[src/rtl/decode_sequencer.sv]
// decode_sequencer: frame-level controller for the radix-4 decoder front end.
// It takes 16-bit words over a valid/ready handshake and holds each one on the
// extractor input. It enables the extractor for exactly four cycles per word,
// follows with the ACS enable one cycle later, and runs traceback once the
// last word of the frame has been extracted.
// Optional feature macro: SEQ_PREFETCH_EN. When defined, the next word can be
// accepted in the last extract cycle of the current word, so extraction runs
// without a bubble between words.
module decode_sequencer #(
  parameter int FRAME_WORDS = 8,
  parameter int TB_LEN      = 32,
  localparam int WCW = (FRAME_WORDS > 1) ? $clog2(FRAME_WORDS) : 1,
  localparam int TBW = (TB_LEN > 1) ? $clog2(TB_LEN) : 1
) (
  input  logic           clk,
  input  logic           rst,
  input  logic           i_valid,
  input  logic [15:0]    i_data,
  output logic           o_ready,
  output logic [15:0]    o_data,
  output logic           o_en_extract,
  output logic [1:0]     o_sym_idx,
  output logic           o_en_acs,
  output logic           o_tb_en,
  output logic [WCW-1:0] o_word_cnt,
  output logic           o_busy,
  output logic           o_done
);

  typedef enum logic [2:0] {
    IDLE,
    LOAD,
    EXTRACT,
    FLUSH,
    TRACEBACK,
    DONE
  } state_t;

  localparam logic [WCW-1:0] LAST_WORD = WCW'(FRAME_WORDS - 1);
  localparam logic [TBW-1:0] LAST_TB   = TBW'(TB_LEN - 1);

  state_t         state;
  logic [TBW-1:0] tb_cnt;
  logic           accept;

  // Ready is combinational so it can be held low during reset and raised in
  // the very first cycle after release.
  always_comb begin
    o_ready = 1'b0;
    if (rst) begin
      case (state)
        IDLE, LOAD: o_ready = 1'b1;
`ifdef SEQ_PREFETCH_EN
        EXTRACT:    o_ready = (o_sym_idx == 2'd3) && (o_word_cnt != LAST_WORD);
`endif
        default:    o_ready = 1'b0;
      endcase
    end
  end

  assign accept = i_valid && o_ready;

  // Frame FSM with all outputs registered; enables are pulsed by default and
  // only re-asserted by the state that owns them.
  always_ff @(posedge clk) begin
    if (!rst) begin
      state        <= IDLE;
      tb_cnt       <= '0;
      o_data       <= '0;
      o_en_extract <= 1'b0;
      o_sym_idx    <= 2'd0;
      o_en_acs     <= 1'b0;
      o_tb_en      <= 1'b0;
      o_word_cnt   <= '0;
      o_busy       <= 1'b0;
      o_done       <= 1'b0;
    end else begin
      o_en_acs     <= o_en_extract;
      o_en_extract <= 1'b0;
      o_tb_en      <= 1'b0;
      o_done       <= 1'b0;
      if (accept) begin
        o_data <= i_data;
      end
      case (state)
        IDLE: begin
          if (accept) begin
            o_word_cnt   <= '0;
            o_sym_idx    <= 2'd0;
            o_en_extract <= 1'b1;
            o_busy       <= 1'b1;
            state        <= EXTRACT;
          end
        end
        LOAD: begin
          if (accept) begin
            o_sym_idx    <= 2'd0;
            o_en_extract <= 1'b1;
            state        <= EXTRACT;
          end
        end
        EXTRACT: begin
          if (o_sym_idx != 2'd3) begin
            o_sym_idx    <= o_sym_idx + 2'd1;
            o_en_extract <= 1'b1;
          end else if (o_word_cnt == LAST_WORD) begin
            state <= FLUSH;
          end else begin
            o_word_cnt <= o_word_cnt + WCW'(1);
            if (accept) begin
              o_sym_idx    <= 2'd0;
              o_en_extract <= 1'b1;
            end else begin
              state <= LOAD;
            end
          end
        end
        FLUSH: begin
          tb_cnt  <= '0;
          o_tb_en <= 1'b1;
          state   <= TRACEBACK;
        end
        TRACEBACK: begin
          if (tb_cnt == LAST_TB) begin
            o_done <= 1'b1;
            state  <= DONE;
          end else begin
            tb_cnt  <= tb_cnt + TBW'(1);
            o_tb_en <= 1'b1;
          end
        end
        DONE: begin
          o_busy <= 1'b0;
          state  <= IDLE;
        end
        default: begin
          o_busy <= 1'b0;
          state  <= IDLE;
        end
      endcase
    end
  end

endmodule

[config.mk]
export PLATFORM = sky130hd
export DESIGN_NAME = decode_sequencer
export DESIGN_NICKNAME = d
export VERILOG_FILES = /design/src/rtl/decode_sequencer.sv
export SDC_FILE = /design/constraint.sdc
export NUM_CORES = 1
export LEC_CHECK = 0
export ABC_CLOCK_PERIOD_IN_PS = 3700
export BUFFER_PORTS_ARGS = -buffer_cell sky130_fd_sc_hd__clkbuf_2
export CAP_MARGIN = 20
export CORE_ASPECT_RATIO = 1.2
export CORE_MARGIN = 4
export CORE_UTILIZATION = 35
export DETAILED_ROUTE_END_ITERATION = 16
export PLACE_DENSITY_LB_ADDON = 0.15
export SETUP_SLACK_MARGIN = 0.1
export SLEW_MARGIN = 20
export SYNTH_ARGS = -nofsm -noshare
export SYNTH_HDL_FRONTEND = slang
export SYNTH_SLANG_ARGS = --single-unit
[constraint.sdc]
create_clock -name clk -period 3.7 [get_ports clk]
set_input_delay 0.74 -clock clk [delete_from_list [all_inputs] [get_ports clk]]
set_output_delay 0.74 -clock clk [all_outputs]
set_load 0.01 [all_outputs]
==> metrics.txt <==
Worst Hold Launch o_data[9]$_SDFFE_PN0P_; Routed Antenna Nets 0; wire length per cell 11.7 um; die width 65.3 um; Comb pwr share 10.3%; row count 24; core area 0.00372 mm^2; vias per inst 4.76; adder-cell area share of the yosys netlist 4.53%; Worst Hold Depth 2; Syn Area/Cell 8.63 um^2; YS warnings 0; total global-route track usage 13.3%; CTS buffer count 5; DRT iter0 DRCs 35; Vias 1213; ys flop type dfxtp_1; Initial Util 37.1%; post-CTS sizing 0; library cells used by synthesis 34; startpoint types input port; NetSw 0.000183 W; root cell of the clock tree clkbuf_8; crit path DAT 1.65 ns; main combinational cell family by area after synthesis simple AND/OR/NAND/NOR gates; IO buf count 45; Die Span Y 76.8 um; status finished clean; final worst-path cycle share 64.5%; Non-Filler Instances 255; Post-synth EDFFs 0; FFs w/ async S/R, synth 0%; Setup Viol. Count Final 0; mux share of post-synthesis cell area 0%; switching share of power 24.3%; Max Root-Sink Buffers 2; r2r startpoint tb_cnt[0]$_SDFFE_PN0P_; most frequent cells in the layout 45 x clkbuf_2, 42 x nand2_1, 34 x dfxtp_1; FMAX 419 MHz; RSZ-0062 raised after global routing no; Worst Tran Pin Value 0.612 ns; kind of critical path input port to output port; Peak supply drop 0.000226 V; largest net degree at the start of global routing 34; dpl cells 247; Final Max Tran Viols 0; Leak 0.746 nW; worst hold slack 0.465 ns; Synth Area in Simple Gates 25.2%; first-pass GRT wire length 5.33 mm; Detailed Place HPWL 2.16 mm; commonest non-fill, non-tap cell in the layout clkbuf_2; Filler cells 383; NumNets Final 226; Antenna diodes 0; sequential share of power 53.1%; synthesized instance count 160; fin area 0.00170 mm^2; Mapped Nets 184; clk slew on worst S/H paths 0.06 ns; drt drc 0; CP endpoint kind output port; Post-Synth XOR/XNOR Area 0%; power share of the clock group 36.7%; P_int 0.000569 W; Synth Cell Area 0.00138 mm^2; post-layout min period 2.39 ns; number of global-route vias before repair 1191; CTS tree yes; Max FO, Critical Path 33; Post-CTS Hold Buffers 0; critical path required time 2.96 ns; GPL Wtd Cong 0.744; Routed WL 2.97 mm; post-synthesis sequential area ratio 49.3%; post-synthesis register bit count 34; gr ovfl total 0; r2r endpoint tb_cnt[3]$_SDFFE_PN0P_; full die area 0.00502 mm^2; slew margin rel. 59.2%; H-tree levels 2; Final Hold Fails 0; Area Overhead vs Synth 23.2%; initial antenna violation count 0; Pwr Density 442 mW/mm^2; Hold EP o_data[9]$_SDFFE_PN0P_; Max-cap violations 0; HP Class flip-flop to flip-flop; drt pass-1 iters 4; slack of the worst reg-to-reg path 1.65 ns; Synth Area in Compound Gates 16.0%; layout cells sized above 1 29.1%; clock latency on the worst-skew pair 0.28 ns; Placed Area 0.00161 mm^2; worst reg2reg path depth 6; CTS Sinks 34; Final Skew 0.00189 ns; Sum Neg Setup Slack 0 ns; IO Count 46; # Post-CTS Setup Buffers 0
==> area by class of cell <==
| type | count | area (um^2) | area share, % |
|---|---|---|---|
| multi-input combinational | 114 | 631 | 37.1 |
| clock buffer | 7 | 86.3 | 5.08 |
| tap | 52 | 65.1 | 3.83 |
| inverter | 2 | 7.51 | 0.442 |
| clock inverter | 1 | 5.00 | 0.294 |
| sequential | 34 | 681 | 40.0 |
| timing repair buffer | 45 | 225 | 13.2 |
==> how the worst max path moves through the flow <==
stage | start | end | slack (ns) | cells after the start
2_1_floorplan | tb_cnt[0]$_SDFFE_PN0P_ | tb_cnt[3]$_SDFFE_PN0P_ | 1.70 | 7
3_3_place_gp | rst | o_sym_idx[1]$_SDFFE_PN0P_ | 1.26 | 4
3_5_place_dp | rst | o_sym_idx[1]$_SDFFE_PN0P_ | 1.19 | 4
4_1_cts | rst | o_ready | 1.28 | 4
5_1_grt | rst | o_ready | 1.17 | 4
6_report | rst | o_ready | 1.31 | 4
==> power groups by stage <==
stage | sequential, W | combinational, W | clock (W)
floorplan | 0.000412 | 0.0000386 | 0
finish | 0.000399 | 0.0000772 | 0.000276
global route | 0.000401 | 0.0000874 | 0.000308
CTS | 0.000399 | 0.0000788 | 0.000290
global placement | 0.000406 | 0.0000773 | 0
detailed placement | 0.000407 | 0.0000787 | 0
==> per-layer routing <==
| metal | vias up | part of all wire, % | GRT usage, % |
|---|---|---|---|
| li1 | 631 | - | - |
| met1 | 546 | 44 | 15.3 |
| met2 | 30 | 48 | 21.9 |
| met3 | 6 | 6.0 | 4.82 |
| met4 | 0 | 1.9 | 5.60 |
| met5 | - | 0 | 0 |
==> critical path, cell delays in order <==
cell and delay [ns]:
clkbuf_2 0.47, nand2b_1 0.18, nor2_1 0.11, clkbuf_2 0.14
==> cells in the mapped netlist, types with 2 or more instances <==
cell / number / share of area, %
nand2_1: 42 / 11
dfxtp_1: 34 / 49
o21ai_0: 21 / 7.6
nor2_1: 8 / 2.2
a21oi_1: 7 / 2.5
clkbuf_1: 6 / 1.6
ha_1: 5 / 4.5
buf_6: 3 / 2.4
a31o_2: 2 / 1.3
a32o_1: 2 / 1.5
inv_1: 2 / 0.54
nand2b_1: 2 / 0.91
nand3b_1: 2 / 1.1
nor2b_1: 2 / 0.91
o22ai_1: 2 / 0.91
or3_1: 2 / 0.91
==> sequential cells by signal, indices dropped and copies added (netlist names) <==
signal	count
o_tb_en	1
o_busy	1
o_sym_idx	2
state	3
o_en_acs	1
tb_cnt	5
o_en_extract	1
o_word_cnt	3
o_done	1
o_data	16
==> kinds of logic (layout without fill, tap and decap cells) <==
| group | count (synthesis) | after routing |
|---|---|---|
| DFF | 34 | 34 |
| and+or+nand+nor | 71 | 71 |
| adders and majority gates | 5 | 5 |
| AOI/OAI and AO/OA | 38 | 38 |
| buffers and inverters | 12 | 55 |
==> through the flow <==
step	worst slack, ns	total power [W]	util [%]
finish	1.31	0.000752	45.7
CTS	1.28	0.000768	45.7
global route	1.17	0.000797	45.7
global placement	1.26	0.000484	43.2
floorplan	1.70	0.000450	-
detailed placement	1.19	0.000486	43.2
No activity file was read; power rests on OpenSTA's default activity.
